$ cat src/rtl/param_register_file.sv
// Parametrised register file with write-to-read bypass, per-register busy scoreboard,
// write-protected registers and an optional registered read stage.
module param_register_file #(
  parameter int unsigned                DATA_W    = 32,
  parameter int unsigned                ADDR_W    = 4,
  parameter int unsigned                NUM_RD    = 2,
  parameter logic [(2**ADDR_W)-1:0]     PROT_MASK = 16'hC000,
  parameter bit                         BYPASS    = 1'b1,
  parameter bit                         REG_RD    = 1'b0
) (
  input  logic                        clk,
  input  logic                        reset,
  input  logic [NUM_RD*ADDR_W-1:0]    rdAddr,
  output logic [NUM_RD*DATA_W-1:0]    rdData,
  output logic [NUM_RD-1:0]           rdBusy,
  input  logic                        wrEn,
  input  logic [ADDR_W-1:0]           wrAddr,
  input  logic [DATA_W-1:0]           wrData,
  input  logic                        claimEn,
  input  logic [ADDR_W-1:0]           claimAddr,
  output logic [(2**ADDR_W)-1:0]      busyVec,
  output logic                        wrProtErr
);

  localparam int unsigned DEPTH = 2**ADDR_W;

  logic [DATA_W-1:0]        regs_q [DEPTH];
  logic [DEPTH-1:0]         busy_q, busy_d;
  logic                     prot_err_q, prot_err_d;
  logic                     wr_ok_c, claim_ok_c;
  logic [NUM_RD*DATA_W-1:0] rd_data_c;
  logic [NUM_RD-1:0]        rd_busy_c;

  // Qualify writes/claims against the protection mask; a claim overrides a same-address write clear.
  always_comb begin
    wr_ok_c    = wrEn && !PROT_MASK[wrAddr];
    claim_ok_c = claimEn && !PROT_MASK[claimAddr];
    prot_err_d = wrEn && PROT_MASK[wrAddr];
    busy_d     = busy_q;
    if (wr_ok_c) begin
      busy_d[wrAddr] = 1'b0;
    end
    if (claim_ok_c) begin
      busy_d[claimAddr] = 1'b1;
    end
  end

  always_ff @(posedge clk) begin
    if (!reset) begin
      busy_q     <= '0;
      prot_err_q <= 1'b0;
    end else begin
      busy_q     <= busy_d;
      prot_err_q <= prot_err_d;
    end
  end

  // Storage resets to its own index so software sees a recognisable pattern.
  always_ff @(posedge clk) begin
    if (!reset) begin
      for (int unsigned k = 0; k < DEPTH; k++) begin
        regs_q[k] <= DATA_W'(k);
      end
    end else if (wr_ok_c) begin
      regs_q[wrAddr] <= wrData;
    end
  end

  for (genvar p = 0; p < NUM_RD; p++) begin : g_rd
    logic [ADDR_W-1:0] addr_c;
    logic              hit_c;
    assign addr_c = rdAddr[p*ADDR_W +: ADDR_W];
    assign hit_c  = BYPASS && wr_ok_c && (wrAddr == addr_c);
    assign rd_data_c[p*DATA_W +: DATA_W] = hit_c ? wrData : regs_q[addr_c];
    assign rd_busy_c[p] = busy_q[addr_c] && !hit_c;
  end

  if (REG_RD) begin : g_reg_rd
    logic [NUM_RD*DATA_W-1:0] rd_data_q;
    logic [NUM_RD-1:0]        rd_busy_q;
    always_ff @(posedge clk) begin
      if (!reset) begin
        rd_data_q <= '0;
        rd_busy_q <= '0;
      end else begin
        rd_data_q <= rd_data_c;
        rd_busy_q <= rd_busy_c;
      end
    end
    assign rdData = rd_data_q;
    assign rdBusy = rd_busy_q;
  end else begin : g_comb_rd
    assign rdData = rd_data_c;
    assign rdBusy = rd_busy_c;
  end

  assign busyVec   = busy_q;
  assign wrProtErr = prot_err_q;

endmodule

$ cat config.mk
export PLATFORM = sky130hd
export DESIGN_NAME = param_register_file
export DESIGN_NICKNAME = d
export VERILOG_FILES = /design/src/rtl/param_register_file.sv
export SDC_FILE = /design/constraint.sdc
export NUM_CORES = 1
export LEC_CHECK = 0
export CORE_AREA = 2 2 218 220
export CTS_CLUSTER_SIZE = 24
export DETAILED_ROUTE_END_ITERATION = 6
export DIE_AREA = 0 0 220 222
export PLACE_DENSITY_LB_ADDON = 0.3
export REMOVE_ABC_BUFFERS = 1
export SLEW_MARGIN = 10
export SYNTH_ARGS = -nofsm -noshare
export SYNTH_HDL_FRONTEND = slang
export SYNTH_SLANG_ARGS = --single-unit
$ cat constraint.sdc
create_clock -name clk -period 4.29 [get_ports clk]
set_input_delay 0.429 -clock clk [delete_from_list [all_inputs] [get_ports clk]]
set_output_delay 0.429 -clock clk [all_outputs]
set_load 0.05 [all_outputs]
==> summary.md <==
| Metric | Value |
|---|---|
| Outcome | complete, no violations |
| Ports placed on the boundary | 135 |
| Final hold vios | 0 |
| Skew final | 0 ns |
| Crit path kind | input pin to output pin |
| CP dominant cell by count | buf_4 |
| Worst hold-check path type | input pin to register |
| FF+latch count, synth | 529 |
| CTS tree | built |
| Hpwl dp | 46.5 mm |
| Post-CTS setup buffers | 0 |
| Crit-path cells | clkdlybuf4s50_1 -> xnor2_1 -> nand4_1 -> nor2_4 -> buf_4 -> buf_4 -> mux2_2 -> buf_4 |
| Residual DRC | 0 |
| Initial antenna violation count | 0 |
| Clock-pin slew on the worst setup and hold paths | ~0.060 ns |
| Clock Sink Count | between 500 and 600 |
| Ys Warns | 0 |
| Drt first pass iters | 5 |
| Total gr overflow | 0 |
| Cell area after layout | 32,200 um^2 |
| TritonCTS Buffers | 53 |
| Final Util | 69.6% |
| Sequential fraction of the synthesis area | 55.9% |
| GPL Wtd Cong | 0.860 |
| Crit path capture type | output pin |
| Tmin final | 3.77 ns |
| Post-DP Area | slightly above 30,000 um^2 |
| Most frequent cells in the layout | edfxtp_1 (512), and2_1 (427), mux4_2 (220) |
| Arr. time, crit path | ~3.3 ns |
| Fmax | roughly 270 MHz |
| Max incr delay on CP | 0.81 ns |
| P&R area growth vs syn | 14.5% |
| Slowest CP cell | clkdlybuf4s50_1 |
| Hold buffers post-CTS | 0 |
| Worst-Margin Slew | 1.17 ns |
| Final slew viol count | 0 |
| CTS max path bufs | 3 |
| Root Buffer | clkbuf_16 |
| Starting DRT DRC Count | 2,128 |
| Antenna Violating Nets Remaining | 0 |
| CORE AREA | 46,300 um^2 |
| Max-Cap Viols | 0 |
| Final TNS setup | 0 ns |
| Peak supply drop | 452 uV |
| Starting Density | roughly 60% |
| Min-Delay Path Depth | 4 |
| Fin crit share | 87.8% |
| P_leak | between 10 and 15 nW |
| Startpoint type of the worst setup path | input pin |
| Clk_lat worst skew | about 0.6 ns |
| Maximum number of pins on one net before global-route repair | 63 |
| Commonest non-fill, non-tap cell in the layout | edfxtp_1 |
| Rows | 79 |
| Resize count post-CTS | 0 |
| Chip height | ~220 um |
| Routed WL per cell | between 30 and 40 um |
| Avg Vias per Cell | slightly below 7 |
| Vias | 17.8k |
| Synthesized area | between 20,000 and 30,000 um^2 |
| RSZ-0062 raised after global routing | no |
| Setup-failing EPs final | 0 |
| P per Cell Area | approximately 400 nW/um^2 |
| Top Family by Delay on Critical Path | buffers and inverters |
| Worst Reg-to-Reg Cells | 2 |
| Power Total | 12.7 mW |
| Relative slew slack | 21.8% |
| Share of post-route cells with drive strength above 1 | 27.0% |
| First-pass GRT wire length | 116 mm |
| CP Data Required Time | 3.86 ns |
| Routed WL | 78.5 mm |
| Cell depth of the worst setup path | 8 |
| Cells after synthesis | between 1.5k and 2k |
| Number of global-route vias before repair | 18.3k |
| Cell variety after synth | 33 |
| Nets | 1,986 |
| Htree depth | 2 |
| Syn_area_per_cell | approximately 16 um^2 |
| Die ar. | 48,800 um^2 |
| Port bufs | roughly 130 |
| Die X | 220 um |
| Count of buffer and inverter cells on the critical path | 4 |
| GRT Util Overall | 32.9% |
| CP Max Fanout | 16 |
## layout make-up
| class | count | area, um^2 |
|---|---|---|
| Sequential cell | 529 | 15700 |
| Fill cell | 3022 | 14100 |
| Multi-Input combinational cell | 1123 | 12000 |
| Timing Repair Buffer | 210 | 2010 |
| Clock buffer | 72 | 1480 |
| Tap cell | 607 | 759 |
| Clock inverter | 28 | 214 |
| Inverter | 17 | 63.8 |
| Antenna cell | 1 | 2.50 |
## worst register-to-register path: cells and delay by family, from the launching register on
| kind | cells | cell delay (ns) |
|---|---|---|
| buffers and inverters | 1 | 0.07 |
| AOI/OAI and AO/OA | 1 | 0.18 |
| DFF | 1 | 0.40 |
## flip-flops by register name, indices dropped and copies added, names as in the netlist
signal     count
regs_q       512
busyVec       16
wrProtErr      1
## layer usage
layer	up-vias	part of all wire (%)	global-route usage, %
met5	-	0	0
met4	0	4.2	13.2
met1	9121	36	43.9
met3	212	10	6.15
met2	1229	50	53.9
li1	7259	-	-
## Yosys cell counts (all sizes together)
master	n	share of area [%]
nor2b	6	0.13
nand4b	2	0.062
dfxtp	17	1.2
and2	427	9.5
nand3b	6	0.16
mux4	268	22
conb	2	0.027
nor3	5	0.11
nand4	2	0.045
xnor2	8	0.25
inv	17	0.23
or3b	1	0.031
or3	20	0.45
nand2	67	0.89
edfxtp	512	55
a22oi	124	3.3
mux2	64	2.6
buf	57	1.5
or2	1	0.022
nor2	14	0.20
nand3	6	0.11
nand2b	10	0.22
clkbuf	122	1.6
o22ai	14	0.31
o21ai	14	0.25
## report_power, final
part	internal, mW	switching (mW)	total, mW
registers	5.99	0.159	6.15
clock network	2.59	1.97	4.56
logic	0.828	1.17	2.00
total	9.40	3.30	12.7
## per-stage QoR
stage / std cells / setup WS (ns) / hold slack, ns
floorplan: 1669 / 0.725 / 0.551
global placement: 2486 / 0.552 / 0.502
detailed placement: 2486 / 0.520 / 0.501
CTS: 2586 / 0.506 / 0.410
global route: 2586 / 0.389 / 0.467
finish: 2587 / 0.524 / 0.439
## worst paths after layout
kind / slack (ns) / from / to
worst max-delay path: 0.52 / wrAddr[1] / rdData[37]
worst min-delay path: 0.44 / reset / regs_q[11][1]$_SDFFCE_PN1P_
worst max register to register: 3.56 / busyVec[9]$_SDFF_PN0_ / busyVec[9]$_SDFF_PN0_
worst min register to register: 0.51 / busyVec[6]$_SDFF_PN0_ / busyVec[6]$_SDFF_PN0_
## cells by family after synthesis
kind of cell | count (synthesis) | share of synthesized area [%]
other | 2 | 0.0267
DFF | 529 | 55.9
xor gates and xnor gates | 8 | 0.249
and+or+nand+nor | 567 | 11.9
AOI/OAI and AO/OA | 152 | 3.87
buffers and inverters | 196 | 3.34
muxes | 332 | 24.7
No activity file was read; power rests on OpenSTA's default activity.
==> variant 1 (same settings) <==
`NUM_RD`: 2 -> 1.
--- a/src/rtl/param_register_file.sv
+++ b/src/rtl/param_register_file.sv
@@ -3,7 +3,7 @@
 module param_register_file #(
   parameter int unsigned                DATA_W    = 32,
   parameter int unsigned                ADDR_W    = 4,
-  parameter int unsigned                NUM_RD    = 2,
+  parameter int unsigned                NUM_RD    = 1,
   parameter logic [(2**ADDR_W)-1:0]     PROT_MASK = 16'hC000,
   parameter bit                         BYPASS    = 1'b1,
   parameter bit                         REG_RD    = 1'b0
Interface: changed (resized rdAddr, rdBusy and rdData); port bits go from 135 to 98. No check against the original RTL was run, so the function may have changed too.
==> variant 1 against the unedited design <==
Fmax rose by 6.9%; synthesized area down 16%; sequential cell count did not move; critical path type unchanged; combinational power fell by 41%; sequential share of layout area is 8.6 points higher; critical endpoint is now rdData[30]; design area down 15%; worst setup slack better by 0.24 ns; synthesized cell count decreased by 18%; clock power up 1%; die area unchanged; total power shrank 6.7%; routed wire length is 25% lower.
==> variant 1: results (changes against the unedited design) <==
Run status: completed (unchanged). The global routing met1 resource utilization is 36.24% (was 43.88%). The power in sequential cells is 6060 uW (was 6150 uW). The multiplexer fraction of the synthesized cell area came out at 14.32% (was 24.68%). The global routing usage on met2 was 39.13% (was 53.88%). The number of cells on the worst hold path was 1 (was 4). The initial antenna violation count came out at 2 (was 0). The global-route wire length before repair is 88630 um (was 115800 um). The layout multi-input combinational cell count came out at 854 (was 1123). The sequential fraction of total cell area was 57.41% (was 48.81%). The routability congestion estimate came out at 0.8043 (was 0.8603). The capture instance of the worst register-to-register path is busyVec[7] (was busyVec[9]).

The total global routing track utilization came out at 24.99% (was 32.90%). The maximum number of pins on one net before global-route repair is 61 (was 63). The met3 track demand over resource came to 4.760% (was 6.145%). The number of clock buffers inserted by TritonCTS came out at 54 (was 53). The top fanout value on the critical path came to 9 (was 16). The clock tree cell share of total cell area is 6.326% (was 5.247%). The violation count after the first detailed-route iteration was 1459 (was 2128). Largest cells by area after synthesis: edfxtp_1, mux4_2, and2_1 (unchanged). The multi-input gate share of the layout cell area is 28.13% (was 37.13%).

The total combinational power came out at 1190 uW (was 2000 uW). Top cells by count, synth: edfxtp_1, and2_1, mux4_2 (unchanged). The diode insertion count for antenna repair came out at 2 (was 1). The terminating pin of the worst hold path is busyVec[14] (was regs_q[11][1]).

The fraction of layout cells with a size suffix above 1 was 21.78% (was 26.98%). The kind of path behind the tightest hold check is flip-flop to flip-flop (was primary input to flip-flop). The number of clock-tree buffers in the layout is 85 (was 72). The switching power as a share of total power came out at 22.92% (was 25.99%). The total cell area at the placement stage came out at 0.02564 sq mm (was 0.03050 sq mm). The met2 layer wire length in the routed design is 28150 um (was 39250 um).

The buffer share of cell area is 5.115% (was 6.249%). The total met3 wirelength after detailed routing is 5447 um (was 7962 um). The number of vias per cell is 5.882 (was 6.889). The delay contributed by the slowest stage of the critical path is 0.78 ns (was 0.81 ns). The number of non-clock buffers is 146 (was 210). The static power due to leakage was 0.009509 uW (was 0.01131 uW). The launch instance of the worst register-to-register path is busyVec[7] (was busyVec[9]). The tightest slew margin relative to the limit is 20.92% (was 21.79%). The sum of routed wire segments on met1 is 24290 um (was 28060 um). The count of filler cells inserted in the layout is 3510 (was 3022).

The number of optimization iterations in the first detailed-route pass is 6 (was 5). The portion of the post-synthesis area used by sequential elements is 66.59% (was 55.90%). The area share of the largest cell type after synthesis came to 65.15% (was 54.69%). The number of distinct library cells after synthesis is 31 (was 33). The post-synthesis to final-layout area growth came out at 15.99% (was 14.52%).
-- variant 1: per-stage QoR --
| step | total power (uW) | cells | hold slack (ns) | setup WS (ns) |
|---|---|---|---|---|
| after floorplan | 6806 | 1399 | 0.5507 | 1.603 |
| after global placement | 7323 | 2152 | 0.4834 | 0.8452 |
| after detailed placement | 7353 | 2152 | 0.4846 | 0.8240 |
| after CTS | 11920 | 2251 | 0.4977 | 0.7659 |
| after global routing | 12220 | 2252 | 0.5130 | 0.7225 |
| final | 11860 | 2253 | 0.4976 | 0.7670 |
-- variant 1: worst register-to-register path: stages (launching register included) --
cell and delay, ns:
dfxtp_1 0.36, inv_1 0.06, o22ai_1 0.18
-- variant 1: worst max path at each step --
stage | end | slack [ns] | cells after the start
6_report | rdData[30] | 0.77 | 5
5_1_grt | rdBusy | 0.72 | 8
4_1_cts | rdData[30] | 0.77 | 5
3_5_place_dp | rdData[30] | 0.82 | 5
3_3_place_gp | rdData[30] | 0.85 | 5
2_1_floorplan | regs_q[0][0] | 1.60 | 2
==> variant 2 (same settings) <==
Without the edit above. Register the output `rdData`, cleared by the reset; this adds one clock of latency there. The other outputs are not delayed to match.
--- a/src/rtl/param_register_file.sv
+++ b/src/rtl/param_register_file.sv
@@ -23,6 +23,8 @@
 );
 
   localparam int unsigned DEPTH = 2**ADDR_W;
+
+  logic [NUM_RD*DATA_W-1:0] rdData_d;
 
   logic [DATA_W-1:0]        regs_q [DEPTH];
   logic [DEPTH-1:0]         busy_q, busy_d;
@@ -87,15 +89,23 @@
         rd_busy_q <= rd_busy_c;
       end
     end
-    assign rdData = rd_data_q;
+    assign rdData_d = rd_data_q;
     assign rdBusy = rd_busy_q;
   end else begin : g_comb_rd
-    assign rdData = rd_data_c;
+    assign rdData_d = rd_data_c;
     assign rdBusy = rd_busy_c;
   end
 
   assign busyVec   = busy_q;
   assign wrProtErr = prot_err_q;
 
+  always_ff @(posedge clk) begin
+    if (!reset) begin
+      rdData <= '0;
+    end else begin
+      rdData <= rdData_d;
+    end
+  end
+
 endmodule
 
Behaviour: not the same (a bounded check fails within 4 cycles, from zero or initial values and one cycle with reset low).
==> variant 2 against the unedited design <==
Clock power is 18% higher; combinational power shrank 9.5%; synthesized cell count grew 5.5%; routed wire length increased by 3.1%; design area grew 3.6%; sequential power rose by 11%; worst setup slack improved by 0.32 ns; total power grew 10%; utilization increased by 2.5 points; sequential cell count increased by 64; synthesized area increased by 3.7%.
==> variant 2: results (changes against the unedited design) <==
The tightest slew margin relative to the limit came out at 14.41% (was 21.79%). The buffers inserted during post-CTS setup optimization is 0 (unchanged). The share of flip-flops with an asynchronous set or reset came out at 0% (unchanged). The cell family contributing the most delay on the critical path is buffers and inverters (unchanged). The count of filler cells inserted in the layout is 2891 (was 3022).

The number of instances resized during post-cts repair is 0 (unchanged). The launch instance of the worst register-to-register path is regs_q[7][31] (was busyVec[9]). The arrival time of the worst setup path came to 3.02 ns (was 3.34 ns). The number of clock buffers inserted by TritonCTS came out at 59 (was 53). The insertion delay to the later sink of the worst-skew pair is 0.63 ns (was 0.60 ns). The top fanout value on the critical path came out at 14 (was 16). The root buffer cell was clkbuf_16 (unchanged). The global-route wire length before repair came out at 120000 um (was 115800 um). The number of flops mapped to enable cells by yosys came out at 512 (unchanged). The maximum number of pins on one net before global-route repair came out at 114 (was 63).

The number of optimization iterations in the first detailed-route pass came out at 5 (unchanged). The number of port buffers was 134 (unchanged). The average wire per standard cell is 30.43 um (was 30.36 um). The clock tree skew after final layout came out at 0.01551 ns (was 0 ns). The maximum clock insertion buffer count came out at 3 (unchanged). The start point of the worst hold path was rdAddr[6] (was reset). The worst vdd rail ir drop was 0.0004408 V (was 0.0004522 V).

The flip-flop count of the largest register after layout was 512 (unchanged). The register bank with the most flops was regs_q (unchanged). The initial antenna violation count is 2 (was 0). The fraction of layout cells with a size suffix above 1 came to 22.20% (was 26.98%). The violation count after the first detailed-route iteration came out at 2771 (was 2128). The total number of yosys warnings is 0 (unchanged). The net count reported at finish came out at 2055 (was 1986). The static power due to leakage is 0.01162 uW (was 0.01131 uW).

The slowest cell on the critical path is clkdlybuf4s50_1 (unchanged). The via count of the first global-routing pass came out at 19430 (was 18310). Run status: completed (unchanged). The HPWL reported at the end of detailed placement is 46080 um (was 46470 um).

Largest cells by area after synthesis: edfxtp_1, mux4_2, and2_1 (unchanged). The number of cell instances on the worst register-to-register path came to 4 (was 2). The delay contributed by the slowest stage of the critical path came to 0.89 ns (was 0.81 ns). The capture instance of the worst register-to-register path is rdData[63] (was busyVec[9]).

The clock-pin slew on the worst setup and hold paths is 0.06 ns (about the same). The total cell area at the placement stage came out at 0.03135 sq mm (was 0.03050 sq mm). Top cells by count, synth: edfxtp_1, and2_1, mux4_2 (unchanged). The portion of the post-synthesis area used by sequential elements is 58.30% (was 55.90%). The total global routing track utilization came out at 34.02% (was 32.90%).

The kind of path behind the tightest hold check was primary input to flip-flop (unchanged). The number of distinct library cells after synthesis is 35 (was 33). The total of max-cap violations is 0 (unchanged). The H-tree depth came out at 2 (unchanged). The number of cells on the worst hold path is 5 (was 4).

The number of vias per cell came out at 7.003 (was 6.889). The terminating pin of the worst hold path is rdData[51] (was regs_q[11][1]). The routability congestion estimate came out at 0.8425 (was 0.8603). The register-to-register setup slack is 2.65 ns (was 3.56 ns).
-- variant 2: cell type report --
cell class              instances  area, sq um  share of cell area, %
diodes                          1        2.502               0.007499
clock buffers                  86         1699                  5.092
clock inverters                26        317.8                 0.9524
inverters                      13        48.80                 0.1462
multi-input cells            1151        11690                  35.03
flip-flops and latches        593        17000                  50.93
well taps                     607        759.5                  2.276
repair buffers                185         1857                  5.564
-- variant 2: per-layer routing --
layer	vias up	wire [um]	global-route usage (%)
met2	1428	38600	52.59
met1	9417	28960	46.85
li1	7522	-	-
met5	-	0	0
met3	275	9739	6.996
met4	0	3695	16.26
-- variant 2: worst reg2reg max path, cell delays in order (launching register included) --
cell and delay [ns]:
edfxtp_1 0.42, mux4_2 0.50, a22oi_1 0.31, nand2_1 0.09, a22o_1 0.22
-- variant 2: per-stage QoR --
stage / worst slack [ns] / hold slack, ns / utilization (%) / instances
after global placement: 0.9084 / 0.4897 / 67.77 / 2549
after CTS: 0.8500 / 0.4577 / 72.13 / 2661
after floorplan: 0.7048 / 0.5439 / - / 1757
final: 0.8453 / 0.4743 / 72.14 / 2662
after global routing: 0.7255 / 0.5042 / 72.14 / 2662
after detailed placement: 0.8544 / 0.4967 / 67.77 / 2549
-- variant 2: worst max-delay path by stage --
stage                   start           end  cells after the start
finish              wrAddr[1]     rdBusy[1]                      6
CTS                 wrAddr[1]     rdBusy[1]                      6
floorplan           wrAddr[1]  regs_q[2][0]                      3
global route        wrAddr[1]     rdBusy[1]                      6
global placement    wrAddr[1]     rdBusy[0]                      6
detailed placement  wrAddr[1]     rdBusy[1]                      6
-- variant 2: power by group --
part | internal (uW) | switching, uW
clock | 3160 | 2230
sequential | 6650 | 183
combinational | 757 | 1050
-- variant 2: logic make-up after synthesis --
kind of cell              Yosys count  share of synthesized area [%]
muxes                             266                          20.46
buffers and inverters             202                          3.245
xor gates and xnor gates            8                         0.2403
and+or+nand+nor                   590                          11.86
AOI/OAI and AO/OA                 223                          5.867
other                               2                        0.02576
DFF                               593                          58.30
